--- src/rtl/speedgoal_ctrl.sv ---
// speedgoal_ctrl: debounces the up/down/zero pushbuttons and drives the goal register's up/down/srst pulses.
// Optional macro SPEEDGOAL_ACCEL_EN: after FAST_AFTER repeat steps, auto-repeat switches to REPEAT_FAST_CYC.
module speedgoal_ctrl #(
    parameter int unsigned DEBOUNCE_CYC     = 500000,
    parameter int unsigned REPEAT_DELAY_CYC = 25000000,
    parameter int unsigned REPEAT_SLOW_CYC  = 5000000,
    parameter int unsigned REPEAT_FAST_CYC  = 500000,
    parameter int unsigned FAST_AFTER       = 8,
    parameter int unsigned CNT_W            = 25
) (
    input  logic clk,
    input  logic arst_n,
    input  logic key_up_n,
    input  logic key_down_n,
    input  logic key_zero_n,
    output logic up,
    output logic down,
    output logic goal_srst,
    output logic holding
);

    localparam int unsigned REP_W = (FAST_AFTER < 1) ? 1 : $clog2(FAST_AFTER + 1);

`ifdef SPEEDGOAL_ACCEL_EN
    localparam bit ACCEL_EN = 1'b1;
`else
    localparam bit ACCEL_EN = 1'b0;
`endif

    localparam logic [CNT_W-1:0] DB_LAST   = CNT_W'(DEBOUNCE_CYC - 1);
    localparam logic [CNT_W-1:0] DLY_LAST  = CNT_W'(REPEAT_DELAY_CYC - 1);
    localparam logic [CNT_W-1:0] SLOW_LAST = CNT_W'(REPEAT_SLOW_CYC - 1);
    localparam logic [CNT_W-1:0] FAST_LAST = CNT_W'(REPEAT_FAST_CYC - 1);

    typedef enum logic [2:0] {
        S_IDLE,
        S_PRESS_DB,
        S_DELAY,
        S_REPEAT,
        S_REL_DB
    } state_t;

    typedef enum logic [1:0] {
        SEL_UP,
        SEL_DOWN,
        SEL_ZERO
    } sel_t;

    state_t           r_state;
    sel_t             r_sel;
    logic [CNT_W-1:0] r_cnt;
    logic [2:0]       r_key_meta;     // {zero, down, up}, active low
    logic [2:0]       r_key_sync;
    logic [2:0]       r_pulse;        // {goal_srst, down, up}
    logic             r_holding;

    logic [2:0]       w_pressed;
    logic [2:0]       w_sel_mask;
    logic             w_sel_held;
    logic             w_other;
    logic             w_abort;
    logic             w_fast;
    logic [REP_W-1:0] w_rep;
    logic [CNT_W-1:0] w_period_last;

    // Two-flop synchronizers; reset to the released level.
    always_ff @(posedge clk or negedge arst_n) begin
        if (!arst_n) begin
            r_key_meta <= '1;
            r_key_sync <= '1;
        end else begin
            r_key_meta <= {key_zero_n, key_down_n, key_up_n};
            r_key_sync <= r_key_meta;
        end
    end

    assign w_pressed = ~r_key_sync;

    always_comb begin
        w_sel_mask = 3'b000;
        case (r_sel)
            SEL_UP:   w_sel_mask = 3'b001;
            SEL_DOWN: w_sel_mask = 3'b010;
            SEL_ZERO: w_sel_mask = 3'b100;
            default:  w_sel_mask = 3'b000;
        endcase
    end

    assign w_sel_held = |(w_pressed & w_sel_mask);
    assign w_other    = |(w_pressed & ~w_sel_mask);
    assign w_abort    = !w_sel_held || w_other;

`ifdef SPEEDGOAL_ACCEL_EN
    logic [REP_W-1:0] r_rep;
    assign w_rep = r_rep;
`else
    assign w_rep = '0;
`endif

    assign w_fast        = ACCEL_EN && (w_rep >= REP_W'(FAST_AFTER));
    assign w_period_last = w_fast ? FAST_LAST : SLOW_LAST;

    // Abort checks come before terminal counts so a release on the last count never pulses.
    always_ff @(posedge clk or negedge arst_n) begin
        if (!arst_n) begin
            r_state   <= S_IDLE;
            r_sel     <= SEL_UP;
            r_cnt     <= '0;
            r_pulse   <= '0;
            r_holding <= 1'b0;
`ifdef SPEEDGOAL_ACCEL_EN
            r_rep     <= '0;
`endif
        end else begin
            r_pulse <= '0;
            case (r_state)
                S_IDLE: begin
                    r_cnt <= '0;
                    if (w_pressed[2]) begin
                        r_sel   <= SEL_ZERO;
                        r_state <= S_PRESS_DB;
                    end else if (w_pressed[0] != w_pressed[1]) begin
                        r_sel   <= w_pressed[0] ? SEL_UP : SEL_DOWN;
                        r_state <= S_PRESS_DB;
                    end
                end
                S_PRESS_DB: begin
                    if (w_abort) begin
                        r_state <= S_IDLE;
                    end else if (r_cnt == DB_LAST) begin
                        r_pulse <= w_sel_mask;
                        r_cnt   <= '0;
                        if (r_sel == SEL_ZERO) begin
                            r_state <= S_REL_DB;
                        end else begin
                            r_state   <= S_DELAY;
                            r_holding <= 1'b1;
`ifdef SPEEDGOAL_ACCEL_EN
                            r_rep     <= '0;
`endif
                        end
                    end else begin
                        r_cnt <= r_cnt + CNT_W'(1);
                    end
                end
                S_DELAY: begin
                    if (w_abort) begin
                        r_state   <= S_REL_DB;
                        r_cnt     <= '0;
                        r_holding <= 1'b0;
                    end else if (r_cnt == DLY_LAST) begin
                        r_pulse <= w_sel_mask;
                        r_cnt   <= '0;
                        r_state <= S_REPEAT;
`ifdef SPEEDGOAL_ACCEL_EN
                        r_rep   <= REP_W'(1);
`endif
                    end else begin
                        r_cnt <= r_cnt + CNT_W'(1);
                    end
                end
                S_REPEAT: begin
                    if (w_abort) begin
                        r_state   <= S_REL_DB;
                        r_cnt     <= '0;
                        r_holding <= 1'b0;
                    end else if (r_cnt == w_period_last) begin
                        r_pulse <= w_sel_mask;
                        r_cnt   <= '0;
`ifdef SPEEDGOAL_ACCEL_EN
                        if (r_rep < REP_W'(FAST_AFTER)) begin
                            r_rep <= r_rep + REP_W'(1);
                        end
`endif
                    end else begin
                        r_cnt <= r_cnt + CNT_W'(1);
                    end
                end
                S_REL_DB: begin
                    if (|w_pressed) begin
                        r_cnt <= '0;
                    end else if (r_cnt == DB_LAST) begin
                        r_state <= S_IDLE;
                        r_cnt   <= '0;
                    end else begin
                        r_cnt <= r_cnt + CNT_W'(1);
                    end
                end
                default: begin
                    r_state   <= S_IDLE;
                    r_cnt     <= '0;
                    r_holding <= 1'b0;
                end
            endcase
        end
    end

    assign up        = r_pulse[0];
    assign down      = r_pulse[1];
    assign goal_srst = r_pulse[2];
    assign holding   = r_holding;

endmodule
--- config.mk ---
export PLATFORM = sky130hd
export DESIGN_NAME = speedgoal_ctrl
export DESIGN_NICKNAME = d
export VERILOG_FILES = /design/src/rtl/speedgoal_ctrl.sv
export SDC_FILE = /design/constraint.sdc
export NUM_CORES = 1
export LEC_CHECK = 0
export ABC_CLOCK_PERIOD_IN_PS = 2520
export CAP_MARGIN = 25
export CORE_MARGIN = 3
export CORE_UTILIZATION = 31
export CTS_BUF_LIST = sky130_fd_sc_hd__clkbuf_4 sky130_fd_sc_hd__clkbuf_8
export DETAILED_ROUTE_END_ITERATION = 8
export DONT_BUFFER_PORTS = 1
export GPL_ROUTABILITY_DRIVEN = 0
export PLACE_DENSITY = 0.53
export SLEW_MARGIN = 10
export SYNTH_ARGS = -nofsm -noshare
export SYNTH_HDL_FRONTEND = slang
export SYNTH_SLANG_ARGS = --single-unit
--- constraint.sdc ---
create_clock -name clk -period 2.52 [get_ports clk]
set_input_delay 0.126 -clock clk [delete_from_list [all_inputs] [get_ports clk]]
set_output_delay 0.126 -clock clk [all_outputs]
set_load 0.02 [all_outputs]
## Word level (Yosys, flattened, before mapping)

Cells that the tools add are included.

- Bits in registers: 40
- Output and inout bits: 4
- Logic and storage cells: 81
- Input bits: 5

- Equality and inequality tests: 20
- Reduce and logical (&&, ||, !) cells: 13
- Muxes and demuxes: 35
- Bitwise operators: 5
- Add/sub/neg operators: 1

Operator list:

| kind | number |
|---|---|
| $mux 25 | 7 |
| $pmux 25 s4 | 1 |
| $mux 3 | 16 |
| $add 25x1->25 const B | 1 |
| $eq 25x19->1 const B | 1 |
| $eq 25x23->1 const B | 1 |
| $eq 25x25->1 const B | 1 |
| $pmux 3 s3 | 2 |
| $pmux 3 s5 | 1 |
| $ne 2x2->1 const B | 6 |
| $ne 3x3->1 const B | 3 |
| $reduce_or 3->1 | 3 |
| $and 3x3->3 | 2 |
| $eq 3x2->1 const B | 2 |
| $not 3->3 | 2 |
| $reduce_and 6->1 | 1 |
| $mux 1 | 5 |
| $reduce_and 5->1 | 1 |
| $mux 2 | 2 |
| $reduce_or 2->1 | 2 |
| $eq 3x1->1 const B | 1 |
| $eq 3x3->1 const B | 1 |
| $logic_not 3->1 | 1 |
| $pmux 1 s3 | 1 |
| 10 further kinds | 10 |

## Longest topological paths before layout

- Depth in word-level cells: 8
- Mapped depth: 7
- Mapped depth without buffers: 6

## Worst setup path before layout

OpenSTA, ideal clock, no wires.

- Path type: flip-flop to flip-flop
- Start point: register r_cnt[6]
- End point: register r_cnt[20]
- Period minus slack after synthesis: 2155 ps
- Setup time: 125 ps
- Stages on the path, launching flop included: 7
- Path buffers: 1
- Data required time: 2395 ps
- Setup slack: 365 ps
- Arrival: 2030 ps
- Cell sequence: dfrtp_1 -> or4_4 -> nor4_4 -> a211oi_2 -> a211oi_4 -> buf_6 -> nor3_2

- Cells in the longest elaborated chain, start to end: 4
- Elaborated cells between the ends (all ways): 12
- Classes of those cells: 1 x add/sub; 3 x eq/ne; 8 x mux

Ends and longest elaborated chain:

| item | RTL line | text |
|---|---|---|
| from (decl) | 51 | `logic [CNT_W-1:0] r_cnt;` |
| from (signal assigned) | 143 | `r_cnt <= r_cnt + CNT_W'(1);` |
| from (signal assigned) | 159 | `r_cnt <= r_cnt + CNT_W'(1);` |
| from (signal assigned) | 176 | `r_cnt <= r_cnt + CNT_W'(1);` |
| $add 25x1->25 (tied with other cells) | - |  |
| $mux 25 (on tied branches) (2 in series) | - |  |
| $pmux 25 s4 (*) | 116 | `case (r_state)` |

Every way passes the cells marked *; elsewhere a longest branch is shown, timed or not. The select of a mux whose other input is x is not followed.
A chain may end at the register's enable or synchronous reset.

## Final worst setup path

- Start point: register r_cnt[6]
- End point: register r_cnt[2]

- Cells in the longest elaborated chain, start to end: 4
- Elaborated cells between the ends (all ways): 11
- Classes of those cells: 3 x eq/ne; 8 x mux

Ends and longest elaborated chain:

| item | RTL line |
|---|---|
| $eq 25x19->1 (tied with other cells) | 130, 182 |
| $mux 25 (on tied branches) (2 in series) | - |
| $pmux 25 s4 (*) | 116 |

Marked as above.

==> flow_summary.json <==
{
  "dr.pass1.iters": 4,
  "cts_root_buf": "clkbuf_8",
  "cts_buffer_depth": 2,
  "placed_area_mm2": 0.00258,
  "cts.clk_slew.worst_paths_ns": 0.08,
  "hold_buffers": 5,
  "period_share": 0.921,
  "grt_pass1_vias": 1815,
  "regArea_mm2": 0.00101,
  "clock_latency_ns": 0.29,
  "max_freq_mhz": 431,
  "async_flop_share": 1.00,
  "slowest_delay_ns": 0.58,
  "cpMaxStageDelayCell": "or4_4",
  "via_count": 1912,
  "numCtsBuffers": 5,
  "viasPerCell": 5.27,
  "post_cts_resized": 0,
  "critPathLaunchType": "register",
  "cts_num_sinks": 40,
  "min_path_type": "in2async",
  "rsz0062_at_grt": "no",
  "hpwl_um": 3830,
  "grtUsageTotal": 0.135,
  "avgSynthCellArea_um2": 9.84,
  "rows": 31,
  "stdcell_area_mm2": 0.00274,
  "finalHoldViolCount": 0,
  "synth_cell_type_count": 58,
  "ys_ff_latch": 40,
  "fin_util": 0.367,
  "die_x_um": 94.6,
  "antenna_left": 0,
  "yosysWarnings": 0,
  "synthCells": 247,
  "dpl_worst_slack_ns": 0.204,
  "syn_nets": 254,
  "initial_core_util": 0.326,
  "multi_input_area_mm2": 0.00130,
  "synth_edf_count": 0,
  "drc": 0,
  "slew_headroom": 0.457,
  "grt_start_max_net_pins": 41,
  "netlist_area_mm2": 0.00243,
  "port_buffers": 0,
  "ys_seq_area_frac": 0.415,
  "drt-wirelength-per-cell_um": 15.2,
  "worst_slew_pin_slew_ns": 0.811,
  "grt_pass1_wl_um": 9410,
  "drt-total-wl_um": 5520,
  "crit_type": "reg2reg",
  "synth_top_flop_cell": "dfrtp_1",
  "yosysMostFrequentCell": "dfrtp_1",
  "power.density_mw_per_mm2": 714,
  "period_needed_ns": 2.32,
  "design.die.area_mm2": 0.00894,
  "cp_cell_sequence": "or4_4, nor4_1, a22oi_2, a211oi_4, buf_4, nor3_1",
  "synth_top_area_cell": "dfrtp_1",
  "synthTopCellsByCount": "34 x dfrtp_1, 20 x nor2_1, 14 x nand2_1",
  "drive_gt1_frac": 0.254,
  "fill_cells": 764,
  "worstPathArrival_ns": 2.50,
  "core_mm2": 0.00745,
  "crit_fanout": 13,
  "ys_top_cells_by_area": "dfrtp_1 35%, dfstp_2 6.5%, nor3_2 4.1%, o211ai_1 3.4%, nor2_1 3.1%",
  "p_leak_nw": 0.977,
  "slew_violations": 0,
  "tns_ns": 0,
  "syn_to_final_growth_pct": 12.6,
  "nets": 270,
  "cts_tree": "yes",
  "n_antenna_cell": 0,
  "max_cap_viol_count": 0,
  "antenna_found_initial": 0,
  "first_iter_violations": 122,
  "post_cts_buffers": 0,
  "status": "finished, final reports clean",
  "critPathRequiredTime_ns": 2.69,
  "setup_ws_ns": 0.199,
  "boundaryPins": 9,
  "endpoint_kind": "register",
  "htree_num_levels": 2,
  "synth_top_area_frac": 0.350,
  "fin_skew_ns": 0.00591,
  "final-setup-viol-count": 0,
  "ir_worst_vdd_mv": 0.390,
  "die_h_um": 94.6,
  "grt_overflow": 0
}
through the flow:
stage,power [W],hold WS [ns],cells
6_report,0.00195,0.278,363
5_1_grt,0.00208,0.301,363
2_1_floorplan,0.00135,-0.170,247
3_3_place_gp,0.00149,-0.167,350
3_5_place_dp,0.00148,-0.167,350
4_1_cts,0.00198,0.289,363
layout by cell type (no fill, tap or decap), types with 10 or more instances in the layout:
cell      instances
nand3_1          10
o21ai_0          13
nor3_2           10
nand2_1          14
inv_1            10
buf_4            14
nor3_1           11
dfrtp_1          34
nor2_1           20
o211ai_1         11
worst max-delay path, delay by kind of cell (launching register included):
| family | cells | cell delay (ns) |
|---|---|---|
| AND/OR/NAND/NOR | 3 | 1.03 |
| AO/OA/AOI/OAI | 2 | 0.47 |
| flip-flops | 1 | 0.44 |
| buffers and inverters | 1 | 0.28 |
sequential cells by signal (all words and copies together) (netlist names):
signal      cells
r_cnt          25
r_key_meta      3
r_key_sync      3
r_pulse         3
r_state         3
r_sel           2
holding         1
power by group:
group | internal [W] | leakage (nW) | total (W) | switching, W
Clock | 0.000245 | 0.0523 | 0.000467 | 0.000222
Sequential | 0.000699 | 0.530 | 0.000774 | 0.0000755
Combinational | 0.000246 | 0.395 | 0.000713 | 0.000467
cell families (layout without fill, tap and decap cells):
logic type,after synthesis,count (layout),synth area share
simple gates,116,116,0.307
flops,40,40,0.415
xor+xnor,11,11,0.0396
buf+inv,20,37,0.0489
mux,3,3,0.0129
fa+ha+maj,2,2,0.0103
compound gates,55,55,0.167
metal layers:
metal / global-route usage / wire length, um / vias up
met4: 0.0469 / 96 / 0
met2: 0.198 / 2410 / 40
li1: - / - / 948
met3: 0.0335 / 230 / 9
met1: 0.192 / 2780 / 915
met5: 0 / 0 / -
worst paths after layout:
check | start | end | slack, ns | cells past startpoint
max | r_cnt[6] | r_cnt[2] | 0.20 | 6
min | arst_n | r_state[0] | 0.28 | 2
max reg2reg | r_cnt[6] | r_cnt[2] | 0.20 | 6
min reg2reg | r_key_meta[0] | r_key_sync[0] | 0.35 | 0
max in group asynchronous | arst_n | r_key_sync[2] | 1.96 | 2
min in group clk | r_key_meta[0] | r_key_sync[0] | 0.35 | 0
area by class of cell:
class                      instances  share of cell area
multi-input combinational        187               0.476
sequential                        40               0.369
timing repair buffer              19              0.0604
tap                               99              0.0453
clock buffer                       8              0.0357
inverter                          10              0.0137
Note: power is estimated with default switching activity, not from simulation.
